## src/rtl/rgmii_rx_word_packer_if.sv

```systemverilog
// AXI-Stream word bus carrying packed RGMII receive frames.
// The master drives data/keep/last/user/valid; the slave returns ready.
interface rgmii_rx_word_packer_if #(
    parameter int unsigned BYTES = 4
);
    logic [8*BYTES-1:0] m_tdata;
    logic [BYTES-1:0]   m_tkeep;
    logic               m_tlast;
    logic               m_tuser;
    logic               m_tvalid;
    logic               m_tready;

    modport master (
        output m_tdata, m_tkeep, m_tlast, m_tuser, m_tvalid,
        input  m_tready
    );

    modport slave (
        input  m_tdata, m_tkeep, m_tlast, m_tuser, m_tvalid,
        output m_tready
    );
endinterface

```

## src/rtl/rgmii_rx_word_packer.sv

```systemverilog
// Packs the decoded RGMII receive byte stream into BYTES-wide AXI-Stream words through a
// first-word-fall-through FIFO, enforcing frame-length limits and overflow-safe framing.
module rgmii_rx_word_packer #(
    parameter int unsigned BYTES      = 4,
    parameter int unsigned FIFO_DEPTH = 16,
    parameter int unsigned MIN_FRAME  = 64,
    parameter int unsigned MAX_FRAME  = 1522
) (
    input  logic                          clk125,
    input  logic                          rst,
    input  logic [7:0]                    in_data,
    input  logic                          in_val,
    input  logic                          in_sof,
    input  logic                          in_eof,
    input  logic                          in_err,
    rgmii_rx_word_packer_if.master        m_axis,
    output logic [15:0]                   frame_cnt,
    output logic [15:0]                   err_cnt,
    output logic [15:0]                   ovf_cnt
);
    localparam int unsigned PW = $clog2(BYTES) + 1;
    localparam int unsigned AW = $clog2(FIFO_DEPTH);
    localparam int unsigned CW = AW + 1;
    localparam int unsigned DW = 8 * BYTES;
    localparam int unsigned WW = DW + BYTES + 2;

    typedef enum logic [1:0] {StIdle, StPack, StDrop} state_e;

    function automatic logic [BYTES-1:0] keep_of(input logic [PW-1:0] n);
        logic [BYTES-1:0] k;
        for (int i = 0; i < BYTES; i++) k[i] = (PW'(i) < n);
        return k;
    endfunction

    // Input byte register
    logic [7:0] data_q, data_d;
    logic       val_q, val_d, sof_q, sof_d, eof_q, eof_d, err_q, err_d;

    // Frame assembly state
    state_e          state_q, state_d;
    logic [PW-1:0]   ptr_q, ptr_d;
    logic [15:0]     len_q, len_d;
    logic            ferr_q, ferr_d;
    logic            pushed_q, pushed_d;
    logic [DW-1:0]   word_q, word_d;

    // Registered push toward the FIFO: {user, last, keep, data}
    logic            push_q, push_d;
    logic [WW-1:0]   pw_q, pw_d;

    // FIFO
    logic [WW-1:0]   mem_q [FIFO_DEPTH];
    logic [AW-1:0]   wr_ptr_q, wr_ptr_d, rd_ptr_q, rd_ptr_d;
    logic [CW-1:0]   cnt_q, cnt_d;
    logic [WW-1:0]   rd_word;
    logic            pop;

    logic [15:0]     frame_cnt_q, frame_cnt_d, err_cnt_q, err_cnt_d, ovf_cnt_q, ovf_cnt_d;

    // Combinational working values
    logic [CW-1:0]   occ;
    logic            room_mid, room_last;
    logic            accept, closing, frame_bad;
    logic            frame_inc, err_inc, ovf_inc;
    logic [PW-1:0]   cur_ptr, ptr_n;
    logic [15:0]     cur_len, len_n;
    logic            cur_err, cur_pushed, err_n;
    logic [DW-1:0]   word_n;

    always_comb begin
        data_d = in_data;
        val_d  = in_val;
        sof_d  = in_sof;
        eof_d  = in_eof;
        err_d  = in_err;
    end

    // Occupancy includes the push still in flight; non-last words keep a slot in reserve
    // so a frame that already emitted words can always be terminated.
    always_comb begin
        occ       = cnt_q + CW'(push_q);
        room_mid  = occ < CW'(FIFO_DEPTH - 2);
        room_last = occ < CW'(FIFO_DEPTH);
    end

    always_comb begin
        state_d    = state_q;
        ptr_d      = ptr_q;
        len_d      = len_q;
        ferr_d     = ferr_q;
        pushed_d   = pushed_q;
        word_d     = word_q;
        push_d     = 1'b0;
        pw_d       = '0;
        frame_inc  = 1'b0;
        err_inc    = 1'b0;
        ovf_inc    = 1'b0;
        accept     = 1'b0;
        closing    = 1'b0;
        frame_bad  = 1'b0;
        cur_ptr    = ptr_q;
        cur_len    = len_q;
        cur_err    = ferr_q;
        cur_pushed = pushed_q;
        word_n     = word_q;
        ptr_n      = '0;
        len_n      = '0;
        err_n      = 1'b0;

        if (val_q) begin
            if (sof_q) begin
                accept     = 1'b1;
                cur_ptr    = '0;
                cur_len    = '0;
                cur_err    = 1'b0;
                cur_pushed = 1'b0;
                if (state_q == StPack) begin
                    closing = 1'b1;
                    if (pushed_q || room_last) begin
                        push_d  = 1'b1;
                        pw_d    = {1'b1, 1'b1, keep_of(ptr_q), word_q};
                        err_inc = 1'b1;
                    end else begin
                        ovf_inc = 1'b1;
                    end
                end
            end else if (state_q == StPack) begin
                accept = 1'b1;
            end else if (eof_q) begin
                state_d = StIdle;
            end
        end

        if (accept) begin
            state_d = StPack;
            if (cur_len == 16'(MAX_FRAME)) begin
                // This byte would exceed the limit: drop it and close what is held
                state_d = StDrop;
                ptr_d   = '0;
                len_d   = '0;
                if (cur_pushed || room_last) begin
                    push_d  = 1'b1;
                    pw_d    = {1'b1, 1'b1, keep_of(cur_ptr), word_q};
                    err_inc = 1'b1;
                end else begin
                    ovf_inc = 1'b1;
                end
            end else begin
                word_n = (cur_ptr == '0) ? '0 : word_q;
                for (int i = 0; i < BYTES; i++) begin
                    if (cur_ptr == PW'(i)) word_n[8*i +: 8] = data_q;
                end
                ptr_n    = cur_ptr + PW'(1);
                len_n    = (cur_len == 16'hffff) ? cur_len : cur_len + 16'd1;
                err_n    = cur_err | err_q;
                word_d   = word_n;
                ptr_d    = ptr_n;
                len_d    = len_n;
                ferr_d   = err_n;
                pushed_d = cur_pushed;
                if (eof_q) begin
                    state_d   = StIdle;
                    ptr_d     = '0;
                    len_d     = '0;
                    frame_bad = err_n | (len_n < 16'(MIN_FRAME));
                    if (closing) begin
                        // Only one push per cycle: the closing word wins over this runt
                        ovf_inc = 1'b1;
                    end else if (cur_pushed || room_last) begin
                        push_d    = 1'b1;
                        pw_d      = {frame_bad, 1'b1, keep_of(ptr_n), word_n};
                        err_inc   = frame_bad;
                        frame_inc = ~frame_bad;
                    end else begin
                        ovf_inc = 1'b1;
                    end
                end else if (ptr_n == PW'(BYTES)) begin
                    ptr_d = '0;
                    if (room_mid) begin
                        push_d   = 1'b1;
                        pw_d     = {1'b0, 1'b0, {BYTES{1'b1}}, word_n};
                        pushed_d = 1'b1;
                    end else begin
                        state_d = StDrop;
                        len_d   = '0;
                        ovf_inc = 1'b1;
                        if (cur_pushed) begin
                            push_d  = 1'b1;
                            pw_d    = {1'b1, 1'b1, {BYTES{1'b1}}, word_n};
                            err_inc = 1'b1;
                        end
                    end
                end
            end
        end
    end

    always_comb begin
        frame_cnt_d = frame_cnt_q + 16'(frame_inc);
        err_cnt_d   = err_cnt_q;
        ovf_cnt_d   = ovf_cnt_q;
        if (err_inc && err_cnt_q != 16'hffff) err_cnt_d = err_cnt_q + 16'd1;
        if (ovf_inc && ovf_cnt_q != 16'hffff) ovf_cnt_d = ovf_cnt_q + 16'd1;
    end

    always_comb begin
        rd_word  = mem_q[rd_ptr_q];
        pop      = (cnt_q != '0) && m_axis.m_tready;
        wr_ptr_d = wr_ptr_q + AW'(push_q);
        rd_ptr_d = rd_ptr_q + AW'(pop);
        cnt_d    = cnt_q + CW'(push_q) - CW'(pop);
    end

    always_comb begin
        m_axis.m_tdata  = rd_word[DW-1:0];
        m_axis.m_tkeep  = rd_word[DW +: BYTES];
        m_axis.m_tlast  = rd_word[DW + BYTES];
        m_axis.m_tuser  = rd_word[DW + BYTES + 1];
        m_axis.m_tvalid = (cnt_q != '0);
        frame_cnt       = frame_cnt_q;
        err_cnt         = err_cnt_q;
        ovf_cnt         = ovf_cnt_q;
    end

    always_ff @(posedge clk125) begin
        if (push_q) mem_q[wr_ptr_q] <= pw_q;
    end

    always_ff @(posedge clk125) begin
        if (rst) begin
            data_q      <= '0;
            val_q       <= 1'b0;
            sof_q       <= 1'b0;
            eof_q       <= 1'b0;
            err_q       <= 1'b0;
            state_q     <= StIdle;
            ptr_q       <= '0;
            len_q       <= '0;
            ferr_q      <= 1'b0;
            pushed_q    <= 1'b0;
            word_q      <= '0;
            push_q      <= 1'b0;
            pw_q        <= '0;
            wr_ptr_q    <= '0;
            rd_ptr_q    <= '0;
            cnt_q       <= '0;
            frame_cnt_q <= '0;
            err_cnt_q   <= '0;
            ovf_cnt_q   <= '0;
        end else begin
            data_q      <= data_d;
            val_q       <= val_d;
            sof_q       <= sof_d;
            eof_q       <= eof_d;
            err_q       <= err_d;
            state_q     <= state_d;
            ptr_q       <= ptr_d;
            len_q       <= len_d;
            ferr_q      <= ferr_d;
            pushed_q    <= pushed_d;
            word_q      <= word_d;
            push_q      <= push_d;
            pw_q        <= pw_d;
            wr_ptr_q    <= wr_ptr_d;
            rd_ptr_q    <= rd_ptr_d;
            cnt_q       <= cnt_d;
            frame_cnt_q <= frame_cnt_d;
            err_cnt_q   <= err_cnt_d;
            ovf_cnt_q   <= ovf_cnt_d;
        end
    end
endmodule

```

## src/flat_wrapper.sv

```systemverilog
// flat-port wrapper written by rule: the top's interface ports become plain ports
module rgmii_rx_word_packer_flat 
#(
    parameter int unsigned BYTES      = 4,
    parameter int unsigned FIFO_DEPTH = 16,
    parameter int unsigned MIN_FRAME  = 64,
    parameter int unsigned MAX_FRAME  = 1522
)
  (clk125, rst, in_data, in_val, in_sof, in_eof, in_err, frame_cnt, err_cnt, ovf_cnt, m_axis_m_tdata, m_axis_m_tkeep, m_axis_m_tlast, m_axis_m_tuser, m_axis_m_tvalid, m_axis_m_tready);
  rgmii_rx_word_packer_if #(.BYTES(BYTES)) m_axis_i ();
  input  logic clk125;
  input  logic rst;
  input  logic [7:0] in_data;
  input  logic in_val;
  input  logic in_sof;
  input  logic in_eof;
  input  logic in_err;
  output logic [15:0] frame_cnt;
  output logic [15:0] err_cnt;
  output logic [15:0] ovf_cnt;
  output wire logic [$bits(m_axis_i.m_tdata)-1:0] m_axis_m_tdata;
  output wire logic [$bits(m_axis_i.m_tkeep)-1:0] m_axis_m_tkeep;
  output wire logic [$bits(m_axis_i.m_tlast)-1:0] m_axis_m_tlast;
  output wire logic [$bits(m_axis_i.m_tuser)-1:0] m_axis_m_tuser;
  output wire logic [$bits(m_axis_i.m_tvalid)-1:0] m_axis_m_tvalid;
  input wire logic [$bits(m_axis_i.m_tready)-1:0] m_axis_m_tready;
  assign m_axis_m_tdata = m_axis_i.m_tdata;
  assign m_axis_m_tkeep = m_axis_i.m_tkeep;
  assign m_axis_m_tlast = m_axis_i.m_tlast;
  assign m_axis_m_tuser = m_axis_i.m_tuser;
  assign m_axis_m_tvalid = m_axis_i.m_tvalid;
  assign m_axis_i.m_tready = m_axis_m_tready;
  rgmii_rx_word_packer #(.BYTES(BYTES), .FIFO_DEPTH(FIFO_DEPTH), .MIN_FRAME(MIN_FRAME), .MAX_FRAME(MAX_FRAME)) u_core (.clk125(clk125), .rst(rst), .in_data(in_data), .in_val(in_val), .in_sof(in_sof), .in_eof(in_eof), .in_err(in_err), .m_axis(m_axis_i), .frame_cnt(frame_cnt), .err_cnt(err_cnt), .ovf_cnt(ovf_cnt));
endmodule
```

## config.mk

```make
export PLATFORM = sky130hd
export DESIGN_NAME = rgmii_rx_word_packer_flat
export DESIGN_NICKNAME = d
export VERILOG_FILES = /design/src/rtl/rgmii_rx_word_packer_if.sv /design/src/rtl/rgmii_rx_word_packer.sv /design/src/flat_wrapper.sv
export SDC_FILE = /design/constraint.sdc
export NUM_CORES = 1
export LEC_CHECK = 0
export ABC_AREA = 1
export CORE_MARGIN = 2
export CORE_UTILIZATION = 25
export CTS_BUF_LIST = sky130_fd_sc_hd__clkbuf_16
export DETAILED_ROUTE_END_ITERATION = 10
export PLACE_DENSITY = 0.35
export SYNTH_ARGS = -nofsm -noshare
export SYNTH_HDL_FRONTEND = slang
export SYNTH_SLANG_ARGS = --single-unit
```

## constraint.sdc

```tcl
create_clock -name clk125 -period 3.9 [get_ports clk125]
set_input_delay 0.585 -clock clk125 [delete_from_list [all_inputs] [get_ports clk125]]
set_output_delay 0.585 -clock clk125 [all_outputs]
set_load 0.01 [all_outputs]
```

Word level (Yosys, flattened, before mapping). Memories as Yosys holds them, arrays and structs flattened. A register that Yosys moved wholly into a read port is not among the register bits. Index checks and enable logic that the tools add are counted.

Register bits: 167. RAM bits: 608. Output and inout port bits: 87. Word-level logic and storage cells: 159. Memories: 1.

Memories: u_core.mem_q (words 16, width 38, rd ports 1, clocked after Yosys merged registers in 1, write ports 1, RTL line rgmii_rx_word_packer.sv:52) `logic [WW-1:0] mem_q [FIFO_DEPTH];`.

Add/subtract/negate cells: 9. Order comparisons: 15. Equality and inequality tests: 11. Muxes and demuxes: 89. Bitwise logic cells: 4. Reduce and logical (&&, ||, !) cells: 11.

Operator list (count): two-way mux 38 bit (13); two-way mux 16 bit (7); two-way mux 1 bit (49); adder 16 x 1 -> 16 bit, second input constant (3); two-way mux 32 bit (1); two-way mux 8 bit (4); inequality test 16 bit, second input constant (2); less-than comparator 1 x 3 -> 1 bit, first input constant (6); less-than comparator 2 x 3 -> 1 bit, first input constant (6); two-way mux 2 bit (9); adder 16 x 1 -> 16 bit (1); equality test 16 x 11 -> 1 bit, second input constant (1); equality test 16 bit, second input constant (1); less-than comparator 16 x 7 -> 1 bit, second input constant (1); two-way mux 3 bit (5); adder 4 x 1 -> 4 bit (2); equality test 3 x 2 -> 1 bit, second input constant (2); adder 5 x 1 -> 5 bit (1); less-than comparator 5 x 4 -> 1 bit, second input constant (1); less-than comparator 5 bit, second input constant (1); nonzero test 5 bit (1); subtractor 5 x 1 -> 5 bit (1); two-way mux 4 bit (1); AND reduction 4 bit (1); 13 further kinds (19).

Depth between registers and ports, before layout.
Depth in word-level cells: 14. Depth in mapped cells: 26.

Least setup slack after synthesis. No wires, ideal clock.

Path type: flip-flop to flip-flop. Start: register u_core.val_q. End: register u_core.frame_cnt_q[15], in the netlist u_core.frame_cnt[15]. Setup time: 128 ps. Arrival: 3317 ps. Required time: 3772 ps. Slack: 456 ps. Stages on the path, launching flop included: 27. Buffers on the path: 2. Cells stage by stage: dfxtp_1 nand2_4 inv_2 buf_4 nor2_2 ha_1 nand2_1 nor2_2 nand2_1 inv_2 nand2_2 buf_6 nand2_1 nor2_1 nand3_2 nand2_2 nor3_1 ha_1 nand3_1 nor2_1 nand2_1 nor3b_1 nand2_1 nor2_1 nand4_1 xor2_1 nor2_1.

Longest elaborated chain between the ends: 12. Elaborated cells on any way between the ends: 20. Classes of those cells: add/sub: 2; order compare: 1; eq/ne: 2; mux: 11; bitwise: 3; reduce/logical: 1.

Ends and longest elaborated chain: start, declared (RTL line rgmii_rx_word_packer.sv:37) `logic val_q, val_d, sof_q, sof_d, eof_q, eof_d, err_q, err_d;`; start signal, assigned (RTL line rgmii_rx_word_packer.sv:252) `val_q <= val_d;`; two-way mux 16 bit (RTL line rgmii_rx_word_packer.sv:110) `if (val_q) begin`; adder 16 x 1 -> 16 bit / equality test 16 bit (equally long branches) (RTL line rgmii_rx_word_packer.sv:154) `len_n = (cur_len == 16'hffff) ? cur_len : cur_len + 16'd1;`; two-way mux 16 bit (RTL line rgmii_rx_word_packer.sv:154); less-than comparator 16 x 7 -> 1 bit (RTL line rgmii_rx_word_packer.sv:165) `frame_bad = err_n | (len_n < 16'(MIN_FRAME));`; bitwise OR 1 bit (RTL line rgmii_rx_word_packer.sv:165); inverter 1 bit (RTL line rgmii_rx_word_packer.sv:173) `frame_inc = ~frame_bad;`; two-way mux 1 bit (RTL line rgmii_rx_word_packer.sv:169) `end else if (cur_pushed || room_last) begin`; two-way mux 1 bit (RTL line rgmii_rx_word_packer.sv:166) `if (closing) begin`; two-way mux 1 bit (RTL line rgmii_rx_word_packer.sv:161) `if (eof_q) begin`; two-way mux 1 bit (RTL line rgmii_rx_word_packer.sv:136) `if (cur_len == 16'(MAX_FRAME)) begin`; two-way mux 1 bit (*) (RTL line rgmii_rx_word_packer.sv:134) `if (accept) begin`; adder 16 x 1 -> 16 bit (*) (RTL line rgmii_rx_word_packer.sv:199) `frame_cnt_d = frame_cnt_q + 16'(frame_inc);`; end signal, assigned (RTL line rgmii_rx_word_packer.sv:267) `frame_cnt_q <= frame_cnt_d;`; end, declared (RTL line rgmii_rx_word_packer.sv:58) `logic [15:0] frame_cnt_q, frame_cnt_d, err_cnt_q, err_cnt_d, ovf_cnt_q, ovf_cnt_d;`.

Every way passes the cells marked *; elsewhere a longest branch is shown, timed or not. A chain may end at the register's enable or synchronous reset.

==> metrics.md <==
| Metric | Value |
|---|---|
| Pleak | `0.0134 uW` |
| Critical Path Sink | `m_axis_m_tdata[21]` |
| Nets@finish | `2991` |
| Pwr Total | `19700 uW` |
| Sequential Area | `21600 um2` |
| Mapped Area | `32500 um2` |
| Worst Max-Slew Pin Slew | `0.970 ns` |
| Vias in the first global route | `21648` |
| Slowest stage delay, CP | `0.54 ns` |
| Root Driver | `clkbuf_16` |
| RSZ-0062 raised after global routing | `true` |
| Yosys top cell area share | `56.1%` |
| Crit Path Category | `register to output port` |
| Final WL | `101 mm` |
| Final min period | `3.64 ns` |
| Footprint of the multi-input gates | `9310 um2` |
| First-pass GRT wire length | `148 mm` |
| Worst r2r path cells | `24` |
| Logic pwr share | `13.9%` |
| DP HPWL | `57.2 mm` |
| Yosys reg bits | `775` |
| All-layer global routing usage | `15.1%` |
| Fin area | `39000 um2` |
| EDFF count, synth | `608` |
| Chip width | `365 um` |
| Cell taking the most area after synthesis | `edfxtp_1` |
| Vias after detailed routing | `21958` |
| TritonCTS Buffers | `94` |
| Critical path origin | `u_core.rd_ptr_q[0]$_SDFF_PP0_` |
| Antenna-violating nets left | `0` |
| Peak Freq | `0.275 GHz` |
| Mapped Nets | `2866` |
| Iteration-0 DRC Markers | `1625` |
| DR pass1 iterations | `5` |
| Post-synthesis sequential area ratio | `66.4%` |
| CP Launch Type | `register` |
| CTS tree | `done` |
| Layout cells sized above 1 | `9.56%` |
| WP data arrival | `3.05 ns` |
| Total gr overflow | `0` |
| Clock skew | `0.0476 ns` |
| DP Area | `36100 um2` |
| Count of cell types in the netlist | `48` |
| FF-to-FF End | `u_core.frame_cnt[15]$_SDFF_PP0_` |
| Worst-Skew Late Latency | `0.70 ns` |
| Max Cap Viol | `0` |
| H-Tree Depth | `3` |
| Antenna cells | `0` |
| Clock transition at path regs | `0.06 ns` |
| Starting Density | `25.2%` |
| Final Max Slew Viols | `0` |
| Initial antenna violation count | `8` |
| Area contributors post-synth | `edfxtp_1 56%, dfxtp_1 10%, mux2i_1 4.7%` |
| Seq pwr share | `45.2%` |
| Pwr per Cell Area | `506 nW/um2` |
| Synth async-reset ratio | `0%` |
| CP Max Fanout | `41` |
| GPL Wtd Cong | `0.764` |
| Die H | `365 um` |
| P_sw | `5320 uW` |
| Normalized max-slew margin | `35.2%` |
| Port bufs | `101` |
| Core Footprint | `129000 um2` |
| Hold-fix buffers, CTS | `0` |
| Critical path's slowest cell | `clkdlybuf4s50_1` |
| Top FF cell, synth | `edfxtp_1` |
| Synthesis Warnings | `0` |
| Synth Instances | `2831` |
| Clk sinks | `775` |
| Setup crit end kind | `output port` |
| Util after Layout | `30.2%` |
| # rows | `132` |
| Filler instances | `13149` |
| HP Class | `input pin to register` |
| Launch point of the worst reg-to-reg path | `u_core.val_q$_SDFF_PP0_` |
| IO Count | `102` |
| Sw Ratio | `26.9%` |
| Full die area | `133000 um2` |
| Pint | `14400 uW` |
| R2R setup slack | `0.39 ns` |
| Final setup TNS | `0 ns` |
| Clk buf depth | `3` |
| WL per Instance | `21.1 um` |
| CP Data Required Time | `3.31 ns` |
| Status | `completed` |
| Final Setup Violations | `0` |
| Synth Area per Inst | `11.5 um2` |
| Clock power share | `40.9%` |
| CP Cell Sequence | `buf_12 > buf_12 > buf_4 > mux2i_1 > o211ai_1 > o211ai_1 > nand2_1 > clkdlybuf4s50_1` |
| Residual DRC count | `0` |
| Area Overhead vs Synth | `19.9%` |
| Hold Fails Final Rpt | `0` |
| Fin crit share | `93.3%` |
| Peak supply drop | `0.312 mV` |
| Vias per inst | `4.60` |
| Largest net degree at the start of global routing | `103` |
## final cells by class
| class | instances | share of cell area (%) |
|---|---|---|
| flip-flops and latches | 775 | 55.4 |
| multi-input cells | 1600 | 23.9 |
| clock buffers | 95 | 6.10 |
| well taps | 1742 | 5.59 |
| repair buffers | 193 | 4.97 |
| inverters | 292 | 2.82 |
| clock inverters | 80 | 1.24 |
## stage by stage
step / worst slack (ns) / instances / hold WS (ns)
final: 0.261 / 4777 / 0.297
after global routing: -0.0250 / 4777 / 0.280
after CTS: 0.0654 / 4775 / 0.258
after detailed placement: -0.0150 / 4600 / 0.463
after global placement: -0.00463 / 4600 / 0.455
after floorplan: 0.456 / 2831 / 0.444
## power by group through the flow
stage	Combinational (uW)	Clock, uW	Sequential, uW
2_1_floorplan	1770	0	9050
3_3_place_gp	2770	0	9100
3_5_place_dp	2770	0	9110
4_1_cts	2780	8360	8930
5_1_grt	3050	8660	8930
6_report	2730	8080	8930
## timing repair
item,CTS,global route
resized for setup,1,8
setup buffers,0,2
pin swaps,0,1
endpoints found under the setup margin,1,5
hold endpoints to repair,0,0
## cells in the mapped netlist, types with 2 or more instances
cell and count:
a211oi_1 2, a21oi_1 245, a21oi_2 2, a31oi_1 38
buf_1 16, buf_2 20, buf_4 3, buf_6 5
clkbuf_1 119, dfxtp_1 167, edfxtp_1 608, ha_1 20
inv_1 284, inv_2 7, mux2i_1 152, nand2_1 246
nand2_2 6, nand2_4 3, nand3_1 180, nand3_2 4
nand3b_1 2, nand4_1 21, nor2_1 161, nor2_2 7
nor3_1 25, nor3b_1 3, nor4_1 6, o211ai_1 155
o21a_1 2, o21ai_0 264, o22ai_1 3, or2_1 6
or2_2 8, xnor2_1 12, xor2_1 16
## worst max-delay path, delay by kind of cell (launching register included)
kind                   cells  cell delay (ns)
AO/OA/AOI/OAI              2             0.31
buffers and inverters      4             1.27
flip-flops                 1             0.52
multiplexers               1             0.10
AND/OR/NAND/NOR            1             0.13
## registers in the layout (all words and copies together) (netlist names), 3 cells and up
signal	cells
u_core.ovf_cnt	16
u_core.data_q	8
u_core.pw_q	38
u_core.mem_q	608
u_core.cnt_q	5
u_core.wr_ptr_q	4
u_core.rd_ptr_q	4
u_core.err_cnt	16
u_core.len_q	16
u_core.ptr_q	3
u_core.frame_cnt	16
u_core.word_q	32
## cell usage in the layout, fill, tap and decap left out, types with 7 or more instances in the layout
| cell type | n |
|---|---|
| xor2_1 | 16 |
| xnor2_1 | 12 |
| a31oi_1 | 38 |
| inv_2 | 8 |
| buf_12 | 19 |
| nand2_1 | 246 |
| nor2_1 | 142 |
| nor2_2 | 7 |
| mux2i_1 | 152 |
| o211ai_1 | 155 |
| clkbuf_16 | 95 |
| clkinv_1 | 23 |
| edfxtp_1 | 608 |
| a21oi_1 | 245 |
| or2_2 | 8 |
| clkdlybuf4s50_1 | 100 |
| inv_1 | 310 |
| nor3_1 | 24 |
| o21ai_0 | 264 |
| nand3_1 | 178 |
| dfxtp_1 | 163 |
| ha_1 | 19 |
| clkinv_2 | 18 |
| buf_4 | 72 |
| nand4_1 | 21 |
| nor2_4 | 20 |
## metal layers
metal | GRT usage (%) | share of wire, %
met1 | 21.1 | 48
met3 | 2.64 | 4.2
met5 | 0 | 0.012
met4 | 4.23 | 2.6
met2 | 23.7 | 45
## how the worst min path moves through the flow
stage                                              start                        endpoint  depth (start not counted)
after floorplan           u_core.state_q[0]$_SDFFE_PP0P_  u_core.state_q[0]$_SDFFE_PP0P_                          2
after global placement    u_core.state_q[0]$_SDFFE_PP0P_  u_core.state_q[0]$_SDFFE_PP0P_                          2
after detailed placement  u_core.state_q[0]$_SDFFE_PP0P_  u_core.state_q[0]$_SDFFE_PP0P_                          2
after CTS                                            rst  u_core.err_cnt[3]$_SDFFE_PP0P_                          2
after global routing                                 rst  u_core.err_cnt[3]$_SDFFE_PP0P_                          2
final                                                rst  u_core.err_cnt[2]$_SDFFE_PP0P_                          2
## cells by family (layout without fill, tap and decap cells)
family	count (synthesis)	after routing	synth area share, %
simple gates	683	683	9.38
mux	152	152	4.68
fa+ha+maj	20	20	0.769
compound gates	716	716	12.5
buf+inv	456	660	5.50
flops	775	775	66.4
xor+xnor	29	29	0.804
Power figures use the tool's default switching activity.
